===== config.mk =====
export PLATFORM = sky130hd
export DESIGN_NAME = registrador_instrucoes_multi_flat
export DESIGN_NICKNAME = d
export VERILOG_FILES = /design/src/rtl/registrador_instrucoes_multi_if.sv /design/src/rtl/registrador_instrucoes_multi.sv /design/src/flat_wrapper.sv
export SDC_FILE = /design/constraint.sdc
export NUM_CORES = 1
export LEC_CHECK = 0
export CORE_AREA = 2 2 62 64
export DETAILED_ROUTE_END_ITERATION = 10
export DIE_AREA = 0 0 64 66
export PLACE_DENSITY = 0.72
export SKIP_CTS_REPAIR_TIMING = 1
export SYNTH_ARGS = -nofsm -noshare
export SYNTH_HDL_FRONTEND = slang
export SYNTH_SLANG_ARGS = --single-unit

===== constraint.sdc =====
create_clock -name clk -period 3 [get_ports clk]
set_input_delay 0.6 -clock clk [delete_from_list [all_inputs] [get_ports clk]]
set_output_delay 0.6 -clock clk [all_outputs]
set_load 0.05 [all_outputs]

===== src/rtl/registrador_instrucoes_multi_if.sv =====
// registrador_instrucoes_multi_if: bus-side signals of the multi-byte instruction register.
// RI_LEN_CHECK_EN adds the sticky err flag.
interface registrador_instrucoes_multi_if #(
  parameter int WORD_W    = 8,
  parameter int OPC_W     = 4,
  parameter int MAX_BYTES = 3
);
  localparam int OPR_W = WORD_W*(MAX_BYTES-1);
  logic [WORD_W-1:0] d;
  logic              n_l1;
  logic              n_e1;
  logic [1:0]        inst_len;
  logic [OPC_W-1:0]  opcode;
  logic [OPR_W-1:0]  s;
  logic              ready;
  logic              busy;
`ifdef RI_LEN_CHECK_EN
  logic              err;
`endif
  modport master (
    output d, n_l1, n_e1, inst_len,
`ifdef RI_LEN_CHECK_EN
    input  err,
`endif
    input  opcode, s, ready, busy
  );
  modport slave (
    input  d, n_l1, n_e1, inst_len,
`ifdef RI_LEN_CHECK_EN
    output err,
`endif
    output opcode, s, ready, busy
  );
endinterface


===== src/rtl/registrador_instrucoes_multi.sv =====
// registrador_instrucoes_multi: instruction register assembling an opcode byte plus LSB-first operand bytes.
// RI_LEN_CHECK_EN adds a sticky err flag for out-of-range inst_len.
module registrador_instrucoes_multi #(
  parameter int WORD_W    = 8,
  parameter int OPC_W     = 4,
  parameter int MAX_BYTES = 3
)(
  input logic clk,
  input logic clr,
  registrador_instrucoes_multi_if.slave bus
);
  localparam int OPR_W = WORD_W*(MAX_BYTES-1);
  localparam int SH_W  = WORD_W-OPC_W;
  typedef enum logic [1:0] {IDLE, ASSEMBLE, READY} state_t;
  state_t            state, state_nx;
  logic [OPC_W-1:0]  opc;
  logic [SH_W-1:0]   short_f;
  logic [OPR_W-1:0]  opr;
  logic [1:0]        rem, idx;
  logic              multi;
  logic              load, start;
  logic [2:0]        len_l;
  assign load  = ~bus.n_l1;
  assign start = load && state != ASSEMBLE;
  assign len_l = bus.inst_len == 2'd0 ? 3'd1 :
                 ({1'b0, bus.inst_len} > 3'(MAX_BYTES) ? 3'(MAX_BYTES) : {1'b0, bus.inst_len});
  always_ff @(posedge clk or posedge clr)
    if (clr) state <= IDLE;
    else     state <= state_nx;
  always_comb begin
    state_nx = start ? (len_l == 3'd1 ? READY : ASSEMBLE) :
               (load && state == ASSEMBLE && rem == 2'd1) ? READY : state;
  end
  always_comb begin
    bus.ready = state == READY;
    bus.busy  = state == ASSEMBLE;
  end
  always_ff @(posedge clk or posedge clr) begin
    if (clr) begin
      opc     <= '0;
      short_f <= '0;
      opr     <= '0;
      rem     <= '0;
      idx     <= '0;
      multi   <= 1'b0;
    end else if (start) begin
      opc     <= bus.d[WORD_W-1 -: OPC_W];
      short_f <= bus.d[SH_W-1:0];
      opr     <= '0;
      rem     <= 2'(len_l - 3'd1);
      idx     <= '0;
      multi   <= len_l != 3'd1;
    end else if (load) begin
      for (int k = 0; k < MAX_BYTES-1; k++)
        if (idx == 2'(k)) opr[WORD_W*k +: WORD_W] <= bus.d;
      idx <= idx + 2'd1;
      rem <= rem - 2'd1;
    end
  end
  // single-byte instructions expose the opcode byte's low field as the operand
  assign bus.s      = bus.n_e1 ? '0 : (multi ? opr : OPR_W'(short_f));
  assign bus.opcode = opc;
`ifdef RI_LEN_CHECK_EN
  logic err_q;
  always_ff @(posedge clk or posedge clr)
    if (clr) err_q <= 1'b0;
    else     err_q <= err_q | (start && (bus.inst_len == 2'd0 || {1'b0, bus.inst_len} > 3'(MAX_BYTES)));
  assign bus.err = err_q;
`endif
endmodule


===== src/flat_wrapper.sv =====
// flat-port wrapper written by rule: the top's interface ports become plain ports
module registrador_instrucoes_multi_flat 
#(
  parameter int WORD_W    = 8,
  parameter int OPC_W     = 4,
  parameter int MAX_BYTES = 3
)
  (clk, clr, bus_d, bus_n_l1, bus_n_e1, bus_inst_len, bus_opcode, bus_s, bus_ready, bus_busy);
  registrador_instrucoes_multi_if #(.WORD_W(WORD_W), .OPC_W(OPC_W), .MAX_BYTES(MAX_BYTES)) bus_i ();
  input logic clk;
  input logic clr;
  input wire logic [$bits(bus_i.d)-1:0] bus_d;
  input wire logic [$bits(bus_i.n_l1)-1:0] bus_n_l1;
  input wire logic [$bits(bus_i.n_e1)-1:0] bus_n_e1;
  input wire logic [$bits(bus_i.inst_len)-1:0] bus_inst_len;
  output wire logic [$bits(bus_i.opcode)-1:0] bus_opcode;
  output wire logic [$bits(bus_i.s)-1:0] bus_s;
  output wire logic [$bits(bus_i.ready)-1:0] bus_ready;
  output wire logic [$bits(bus_i.busy)-1:0] bus_busy;
  assign bus_i.d = bus_d;
  assign bus_i.n_l1 = bus_n_l1;
  assign bus_i.n_e1 = bus_n_e1;
  assign bus_i.inst_len = bus_inst_len;
  assign bus_opcode = bus_i.opcode;
  assign bus_s = bus_i.s;
  assign bus_ready = bus_i.ready;
  assign bus_busy = bus_i.busy;
  registrador_instrucoes_multi #(.WORD_W(WORD_W), .OPC_W(OPC_W), .MAX_BYTES(MAX_BYTES)) u_core (.clk(clk), .clr(clr), .bus(bus_i));
endmodule

==> summary by stage <==
Detailed routing
In the routed design, unresolved DRC markers number 0. The routed via count divided by cell count is 4.921. For this run, the detailed router's first-pass iteration total came to 4. The routed via count is 1117.

After detailed routing, the total wire length is 3.064 mm. The remaining number of nets flagged by the antenna check after routing is 0. The violation count after the first detailed-routing iteration is 27. The average routed wire per standard cell is 13.50 um.

Logic synthesis
The number of different library cells used by synthesis comes to 29. The number of storage elements in the synthesis netlist is 31. The share of the yosys chip area belonging to registers is 49.76%. Summed over all instances, the cell type with the most area after synthesis is sky130_fd_sc_hd__dfrtp_1. Counting flops with an async set or reset pin after synthesis yields a share of 100.0%. The average instance in the mapped netlist occupies ~11 um2.

The Yosys step of the flow raised 0 warnings. The post-synthesis instance total is 142. The dominant cell by count in the synthesized netlist is sky130_fd_sc_hd__dfrtp_1. The fraction of post-synthesis cell area in the top cell type by area is 49.76%. Sorting the synthesized cells by area gives the leading types as sky130_fd_sc_hd__dfrtp_1 (50%), sky130_fd_sc_hd__mux2i_1 (13%), sky130_fd_sc_hd__inv_1 (5.5%). The post-synthesis net count is 159. The number of enable flip-flop cells after synthesis is 0.

Counting instances in the post-synthesis netlist gives the leading cell types as sky130_fd_sc_hd__dfrtp_1 (31), sky130_fd_sc_hd__inv_1 (23), sky130_fd_sc_hd__mux2i_1 (20). The cell area after synthesis is 1559 um2. In the synthesized netlist the dominant register cell turns out to be sky130_fd_sc_hd__dfrtp_1.

Power
The sum of internal, switching and leakage power is 2.014 mW. The internal power contribution is 1.134 mW. Combinational logic is responsible for 54.0% of the overall power. In this run, the clock network consumes 10.5% of the power. The leakage dissipation is 0.9916 nW. The switching fraction of total power is about 44%.

In this run, flip-flops and latches consume 35.5% of the power. The total net switching power is 0.8802 mW. The worst IR drop on VDD is about 0.54 mV. For this design the ratio of total power to cell area is 957.2 nW/um2.

Worst setup path
The reg-to-reg critical path startpoint is u_core.state[0]$_DFFE_PP0P_. The delay of the slowest cell on the worst path is 530 ps. Among cell families on the critical path, the largest total delay comes from simple AND/OR/NAND/NOR gates. The nature of the critical path endpoint is a primary output.

For the worst setup path, the data required time is 2400 ps. The beginning of the critical path is bus_n_e1. The maximum fanout count along the critical path is 12. The path type of the worst setup path is in -> out. The slowest cell on the critical path is sky130_fd_sc_hd__nor2b_1. The kind of start point of the critical path is an input port. STA puts the critical path data arrival time at between 2000 and 2500 ps. Counting both buffers and inverters, the worst setup path holds a total of 2. Walking the worst path, the cells encountered are clkdlybuf4s50_1 > nor2b_1 > and2_1 > buf_12.

Placement
The weighted congestion at the end of routability-driven global placement is 0.7509. The placed instance count is between 200 and 250. In this run the tool buffered the top-level ports with 35 buffer cells. The HPWL after detailed placement is 2.240 mm.

STA
Setup repair after global routing left no endpoint under its margin. The final clock period utilization by the worst path is between 80% and 90%. The final hold violation count was 0.

The final period demand of the worst path is 2652 ps. The transition at the pin with the smallest max-transition slack is 782.3 ps. The total of endpoints with negative setup slack in the final report is 0. The post-route setup TNS is 0 ps. The clock tree skew after final layout is 2.185 ps. Headroom to the max-slew limit came out at roughly 48%. Derived from the worst setup path, the maximum achievable clock frequency is 377.1 MHz. The max-slew violation count is 0.

Clock network
The clock latency on the worst-skew pair is 320 ps. The H-tree depth is 2. The clock root buffer master is sky130_fd_sc_hd__clkbuf_4. The total clock sinks is 31. Clock-pin slew was measured on the worst setup and hold paths at approximately 80 ps. TritonCTS built the clock tree. No sink is reached through more buffers than the 2 on the longest clock path. The total clock buffers created by CTS is 5.

Die
In this run the horizontal extent of the chip is 64 um. The initial core utilization is 43.90%. The floorplan step set the die height to 66 um. The area enclosed by the die boundary is 4224 um2. In this run the count of I/O pins placed on the die edge is 36. The cell row count is 22. The area inside the core boundary is 3551 um2.

Finish
For this run, the post-layout net count is a little under 200. The count of fill cells added during filler insertion is between 200 and 300. The share of cells above drive strength 1 is 18.99%. From synthesis to final layout, the design area changed by 34.99%.

The total area of multi-input combinational cells is 656.9 um2. The finished layout holds 227 standard cells, fillers aside. Cells fill 59.27% of the core in the end.

The antenna diode count is 0. The sequential cells in the finished layout cover a total of 775.7 um2.

Outcome
The run finished with clean final reports.

Global route
The residual overflow from global routing is 0. Entering global routing, the biggest net connects 32 pins. The initial antenna violation count is 0.

For this run, the total global-route usage over all layers was measured as 16.78%. The global-route wire length before repair is between 5 and 6 mm. The number of global-route vias before repair is 1211.

Hold path
The worst hold path begins at u_core.short_f[3]$_DFFE_PP0P_. The tightest min-delay check is of the reg -> reg type.

Job
The reported max-cap violation count is 0.
-- state kept, by name, summed over array words and instances, names as in the netlist --
signal	count
u_core.bus.opcode	4
u_core.short_f	4
u_core.rem	2
u_core.multi	1
u_core.idx	2
u_core.state	2
u_core.opr	16
-- placed cells by master, fill, tap and decap left out, drive strengths merged --
cell type,n
a211o,1
a21o,1
a21oi,3
a2bb2oi,1
a31oi,1
and2,12
and3b,1
buf,18
clkbuf,6
clkdlybuf4s50,19
dfrtp,31
ha,3
inv,24
mux2,9
mux2i,20
nand2,4
nand2b,2
nand3,1
nor2,6
nor2b,2
nor3,2
nor4b,1
o21ai,11
-- worst reg2reg max path, cell delays in order, from the launching register on --
cell and delay [ps]:
sky130_fd_sc_hd__dfrtp_1 460, sky130_fd_sc_hd__nand2b_4 150, sky130_fd_sc_hd__inv_6 90, sky130_fd_sc_hd__a21oi_4 380
sky130_fd_sc_hd__mux2i_1 260
-- layout make-up --
class,instances,share of cell area [%]
clock buffer,6,1.962
sequential,31,36.86
inverter,24,4.518
tap,48,2.854
timing repair buffer,37,22.59
multi-input combinational,81,31.21
-- kinds of logic after synthesis --
group	after synthesis	synth area share, %
buffers and inverters	30	8.106
muxes	29	19.34
DFF	31	49.76
AOI/OAI and AO/OA	18	7.946
adders and majority gates	3	2.408
and+or+nand+nor	31	12.44
-- routing by layer --
layer	vias to the layer above	global-route usage, %	share of wire [%]
met5	-	0	0
met4	0	7.337	1.6
met3	6	3.407	4.8
met2	30	30.08	51
met1	543	19.32	43
li1	538	-	-
-- final timing paths --
| kind | endpoint | slack [ps] | cells past startpoint |
|---|---|---|---|
| hold reg to reg | u_core.short_f[3]$_DFFE_PP0P_ | 500 | 1 |
| min in group asynchronous | u_core.bus.opcode[2]$_DFFE_PP0P_ | 640 | 3 |
| setup reg to reg | u_core.opr[2]$_DFFE_PP0P_ | 1580 | 4 |
| max in group asynchronous | u_core.bus.opcode[3]$_DFFE_PP0P_ | 2060 | 3 |
| setup / recovery | bus_s[8] | 350 | 4 |
| hold / removal | u_core.short_f[3]$_DFFE_PP0P_ | 500 | 1 |
-- per-stage QoR --
stage | area (um2) | setup slack [ps] | hold slack (ps)
floorplan | 1559 | 1012 | 453.0
global placement | 2063 | 382.1 | 467.7
detailed placement | 2063 | 342.2 | 479.6
CTS | 2105 | 334.7 | 499.2
global route | 2105 | 265.2 | 534.5
finish | 2105 | 348.3 | 497.0
-- power groups by stage --
stage               clock (mW)  sequential (mW)  combinational [mW]
global placement             0            0.715                1.08
floorplan                    0            0.766               0.690
CTS                      0.224            0.715                1.10
detailed placement           0            0.725                1.10
global route             0.239            0.737                1.17
finish                   0.211            0.715                1.09
Power figures use the tool's default switching activity.
